File: src/rtl/child_seq_pkg.sv
// Shared types and helpers for the child launch sequencer.
package child_seq_pkg;

    localparam int NUM_CHILD_DEF = 5;
    localparam int MAX_CHILD     = 16;

    typedef enum logic [2:0] {
        IDLE,
        SCAN,
        LAUNCH,
        WAIT,
        FINISH,
        FINISH_ERR
    } seq_state_e;

    // Lowest enabled index >= start among the first num children; num when none.
    function automatic logic [4:0] next_en_idx(
        input logic [MAX_CHILD-1:0] mask,
        input logic [4:0]           start,
        input int                   num
    );
        next_en_idx = 5'(num);
        for (int i = MAX_CHILD - 1; i >= 0; i--) begin
            if (i < num && i >= int'(start) && mask[i]) begin
                next_en_idx = 5'(i);
            end
        end
    endfunction

endpackage

File: src/rtl/seq_wait_timer.sv
// Wait-cycle counter for the sequencer; cleared at launch, counts WAIT cycles, saturates at TIMEOUT_CYC.
module seq_wait_timer #(
    parameter int TIMEOUT_CYC = 255,
    localparam int CNT_W      = $clog2(TIMEOUT_CYC + 1)
) (
    input  logic clk,
    input  logic rst,
    input  logic clr,
    input  logic inc,
    output logic expired
);

    logic [CNT_W-1:0] cnt_q, cnt_d;

    assign expired = (cnt_q == CNT_W'(TIMEOUT_CYC));

    always_comb begin
        cnt_d = cnt_q;
        if (clr) begin
            cnt_d = '0;
        end else if (inc && !expired) begin
            cnt_d = cnt_q + CNT_W'(1);
        end
    end

    always_ff @(posedge clk or posedge rst) begin
        if (rst) begin
            cnt_q <= '0;
        end else begin
            cnt_q <= cnt_d;
        end
    end

endmodule

File: src/rtl/child_launch_sequencer.sv
// Starts enabled children in index order and waits for each done before the next.
// Define SEQ_TIMEOUT_EN to build the per-child wait timeout (error / err_idx / FINISH_ERR).
//
// state      | meaning
// IDLE       | no run; go latches mask and clears error
// SCAN       | step idx one per cycle until an enabled child or the end
// LAUNCH     | one-cycle start pulse to child idx
// WAIT       | wait for child_done[idx]
// FINISH     | run_done pulse
// FINISH_ERR | timed-out run ends without run_done
module child_launch_sequencer
    import child_seq_pkg::*;
#(
    parameter int NUM_CHILD   = NUM_CHILD_DEF,
    parameter int IDX_W       = (NUM_CHILD > 1) ? $clog2(NUM_CHILD) : 1,
    parameter int TIMEOUT_CYC = 255
) (
    input  logic                 clk,
    input  logic                 rst,
    input  logic                 go,
    input  logic                 abort,
    input  logic [NUM_CHILD-1:0] child_mask,
    output logic [NUM_CHILD-1:0] child_start,
    input  logic [NUM_CHILD-1:0] child_done,
    output logic                 busy,
    output logic                 run_done,
    output logic                 error,
    output logic [IDX_W-1:0]     cur_idx,
    output logic [IDX_W-1:0]     err_idx
);

    localparam logic [IDX_W-1:0] LAST_IDX = IDX_W'(NUM_CHILD - 1);

    seq_state_e           state_q, state_d;
    logic [NUM_CHILD-1:0] mask_q, mask_d;
    logic [IDX_W-1:0]     idx_q, idx_d;
    logic [IDX_W-1:0]     err_idx_q, err_idx_d;
    logic                 error_q, error_d;
    logic                 tmo_hit;
    logic                 mask_empty;

    assign mask_empty = (next_en_idx(MAX_CHILD'(mask_q), 5'd0, NUM_CHILD) == 5'(NUM_CHILD));

`ifdef SEQ_TIMEOUT_EN
    logic tmr_clr, tmr_inc;

    assign tmr_clr = (state_q == LAUNCH);
    assign tmr_inc = (state_q == WAIT);

    seq_wait_timer #(
        .TIMEOUT_CYC (TIMEOUT_CYC)
    ) u_wait_timer (
        .clk     (clk),
        .rst     (rst),
        .clr     (tmr_clr),
        .inc     (tmr_inc),
        .expired (tmo_hit)
    );
`else
    assign tmo_hit = 1'b0;

    // TIMEOUT_CYC has no effect without the wait timer.
    if (TIMEOUT_CYC < 1) begin : g_tmo_unused
    end
`endif

    always_comb begin
        state_d     = state_q;
        mask_d      = mask_q;
        idx_d       = idx_q;
        error_d     = error_q;
        err_idx_d   = err_idx_q;
        child_start = '0;
        run_done    = 1'b0;

        if (abort) begin
            state_d = IDLE;
        end else begin
            case (state_q)
                IDLE: begin
                    if (go) begin
                        mask_d  = child_mask;
                        error_d = 1'b0;
                        idx_d   = '0;
                        state_d = SCAN;
                    end
                end
                SCAN: begin
                    if (mask_empty) begin
                        state_d = FINISH;
                    end else if (mask_q[idx_q]) begin
                        state_d = LAUNCH;
                    end else if (idx_q == LAST_IDX) begin
                        state_d = FINISH;
                    end else begin
                        idx_d = idx_q + IDX_W'(1);
                    end
                end
                LAUNCH: begin
                    child_start[idx_q] = 1'b1;
                    state_d            = WAIT;
                end
                WAIT: begin
                    // A done in the terminal-count cycle still counts as success.
                    if (child_done[idx_q]) begin
                        if (idx_q == LAST_IDX) begin
                            state_d = FINISH;
                        end else begin
                            idx_d   = idx_q + IDX_W'(1);
                            state_d = SCAN;
                        end
                    end else if (tmo_hit) begin
                        error_d   = 1'b1;
                        err_idx_d = idx_q;
                        state_d   = FINISH_ERR;
                    end
                end
                FINISH: begin
                    run_done = 1'b1;
                    state_d  = IDLE;
                end
                FINISH_ERR: begin
                    state_d = IDLE;
                end
                default: begin
                    state_d = IDLE;
                end
            endcase
        end
    end

    always_ff @(posedge clk or posedge rst) begin
        if (rst) begin
            state_q   <= IDLE;
            mask_q    <= '0;
            idx_q     <= '0;
            error_q   <= 1'b0;
            err_idx_q <= '0;
        end else begin
            state_q   <= state_d;
            mask_q    <= mask_d;
            idx_q     <= idx_d;
            error_q   <= error_d;
            err_idx_q <= err_idx_d;
        end
    end

    assign busy    = (state_q != IDLE);
    assign error   = error_q;
    assign cur_idx = idx_q;
    assign err_idx = err_idx_q;

endmodule

File: config.mk
export PLATFORM = sky130hd
export DESIGN_NAME = child_launch_sequencer
export DESIGN_NICKNAME = d
export VERILOG_FILES = /design/src/rtl/child_seq_pkg.sv /design/src/rtl/seq_wait_timer.sv /design/src/rtl/child_launch_sequencer.sv
export SDC_FILE = /design/constraint.sdc
export NUM_CORES = 1
export LEC_CHECK = 0
export CAP_MARGIN = 20
export CORE_ASPECT_RATIO = 1.5
export CORE_MARGIN = 2
export CORE_UTILIZATION = 35
export DETAILED_ROUTE_END_ITERATION = 7
export PLACE_DENSITY = 0.63
export SETUP_SLACK_MARGIN = 0.15
export SYNTH_ARGS = -nofsm -noshare
export SYNTH_HDL_FRONTEND = slang
export SYNTH_SLANG_ARGS = --single-unit
File: constraint.sdc
create_clock -name clk -period 2.4 [get_ports clk]
set_input_delay 0.24 -clock clk [delete_from_list [all_inputs] [get_ports clk]]
set_output_delay 0.24 -clock clk [all_outputs]
set_load 0.05 [all_outputs]
==> qor.txt <==
register area share after synthesis: 28.7%
cts hold-fix bufs: 0
Largest delay share family, worst path: buffers and inverters
die area: 3190 sq um
max_slew headroom: 66.5%
Setup TNS Final: 0 ns
slowest stage cell, crit path: clkdlybuf4s50_1
initial antenna violation count: 0
postcts setup bufs: 0
Place WS: 0.308 ns
DP HPWL: 1.88 mm
clk_lat worst skew: 0.24 ns
Synth Register Bits: 11
First DRT Iteration DRCs: 23
combinational share of power: 60.8%
overall die height: 68.1 um
fill cell count: 270
# setup viols final: 0
Fin. Hold Viols: 0
final max-slew violation count: 0
CORE AREA: 2650 sq um
Hold Crit Class: primary input to async pin
Cells after Synth: 108
placed cell area: 1220 sq um
# rows: 23
IO Port Bufs: 23
required time worst endpoint: 2.16 ns
Post-synth top cells: dfrtp_1, nor2_1, nand2_1
switching part of the total: 48.6%
synthesis-to-layout area growth: 31.6%
crit-path cells: or3_4 -> clkdlybuf4s50_1
clock root cell: clkbuf_8
Initial Utilization: 36.2%
Clock Sinks: 11
Leakage: 0.485 nW
Pre-Repair DR Iteration Count: 4
fmax: 0.460 GHz
NetSw: 0.722 mW
H-tree levels: 1
Tot Pwr: 1.49 mW
GRT Total Usage: 16.2%
worst slew pin tran: 0.501 ns
startpoint types: flip-flop
total internal power: 0.765 mW
Die Wd: 46.8 um
Final period util: 90.6%
worst-case clock buffer depth: 2
global-route wire length before repair: 3.71 mm
DR vias/cell: 5.43
ANT nets after route: 0
Setup WS post-layout: 0.227 ns
CP bufs+invs: 1
DRC viols: 0
synth unique cells: 41
main area contributors after synthesis: dfrtp_1, buf_6, mux2_2
vias in the first global route: 878
Post-synth ARST share: 100%
RSZ-0062 raised after global routing: no
final net count: 147
CTS clk-pin slew, worst paths: 0.05 ns
crit path DAT: 1.93 ns
CTS tree: built
pin count of the biggest net entering global routing: 15
Mean Syn Cell Area: 8.89 sq um
total gr overflow: 0
routed length per instance: 13.7 um
Reg power frac: 26.9%
EDFF count, synth: 0
ant diodes: 0
Max Cap Viol: 0
Cell Area, Synth: 960 sq um
crit end category: primary output
Peak VDD IR: 619 uV
status: finished clean
ys flop type: dfrtp_1
Vias: 907
layout cells sized above 1: 24.6%
critical path class: flip-flop to primary output
Synth Warn #: 0
post-synth top area cell: dfrtp_1
CTS Buf Count: 3
most frequent cell after synthesis: dfrtp_1
final instance area: 1260 sq um
worst setup skew after layout: 0.00443 ns
top cell type's share of synthesized area: 28.7%
Clock Power Share: 12.3%
Crit Path Max Fanout: 13
fin crit period: 2.17 ns
pwr/cell area: 1180 nW/um^2
Routed WL: 2.29 mm
I/O Pins: 28
slowest stage delay, CP: 0.71 ns
RD Place Congestion: 0.933
post-CTS sizing: 0
[registers in the layout (all words and copies together), names as in the netlist]
register	count
mask_q	5
cur_idx	3
state_q	3
[routing by layer]
layer	vias to the layer above	global-route usage, %	routed length, um
li1	433	-	-
met1	424	16.5	881
met2	38	28.8	1170
met3	12	1.85	119
met4	0	12.2	115
met5	-	0	0
[path summary, 6_finish.rpt]
kind	from	end	slack, ns	depth (start not counted)
worst max-delay path	state_q[0]	busy	0.23	2
worst min-delay path	rst	mask_q[3]	0.29	2
worst max register to register	cur_idx[1]	cur_idx[2]	0.36	7
worst min register to register	mask_q[2]	mask_q[2]	0.52	1
max in group asynchronous	rst	cur_idx[0]	1.79	2
min in group clk	mask_q[2]	mask_q[2]	0.52	1
[layout make-up]
| cell class | count | area [sq um] | area share, % |
|---|---|---|---|
| clock buffers | 4 | 45.0 | 3.57 |
| inverters | 5 | 18.8 | 1.49 |
| multi-input cells | 85 | 608 | 48.2 |
| flip-flops and latches | 11 | 277 | 21.9 |
| well taps | 37 | 46.3 | 3.67 |
| repair buffers | 25 | 268 | 21.2 |
[logic make-up after synthesis]
group	Yosys count	synth area share [%]
buffers and inverters	15	11.7
adders and majority gates	2	2.61
and+or+nand+nor	51	32.6
other	1	0.391
muxes	9	10.0
AOI/OAI and AO/OA	19	14.0
DFF	11	28.7
[stage by stage]
step,hold WS [ns],std cells,utilization (%)
6_report,0.293,167,47.7
3_5_place_dp,0.513,163,46.0
3_3_place_gp,0.506,163,46.0
2_1_floorplan,0.0924,111,-
4_1_cts,0.318,167,47.7
5_1_grt,0.356,167,47.7
[power groups by stage]
stage | Sequential (mW) | Clock (mW) | Combinational, mW
6_report | 0.401 | 0.182 | 0.904
5_1_grt | 0.415 | 0.199 | 0.982
4_1_cts | 0.398 | 0.187 | 0.904
2_1_floorplan | 0.401 | 0 | 0.711
3_3_place_gp | 0.395 | 0 | 0.893
3_5_place_dp | 0.399 | 0 | 0.901
[layout by cell type (no fill, tap or decap), types with 2 or more instances in the layout]
cell / netlist / routed
a211o_1: 2 / 2
a21oi_1: 3 / 3
buf_12: 0 / 3
buf_4: 5 / 5
clkbuf_8: 0 / 3
clkdlybuf4s50_1: 0 / 17
conb_1: 1 / 4
dfrtp_1: 11 / 10
ha_1: 2 / 2
inv_1: 5 / 5
mux2_2: 5 / 5
mux2i_1: 4 / 4
nand2_1: 7 / 7
nand2b_1: 2 / 2
nand3_1: 4 / 4
nand3b_1: 3 / 3
nand4_1: 3 / 3
nor2_1: 10 / 10
nor4_2: 0 / 3
o21ai_0: 5 / 5
or2_2: 3 / 3
or2b_2: 2 / 2
or4_1: 2 / 2
No activity file was read; power rests on OpenSTA's default activity.
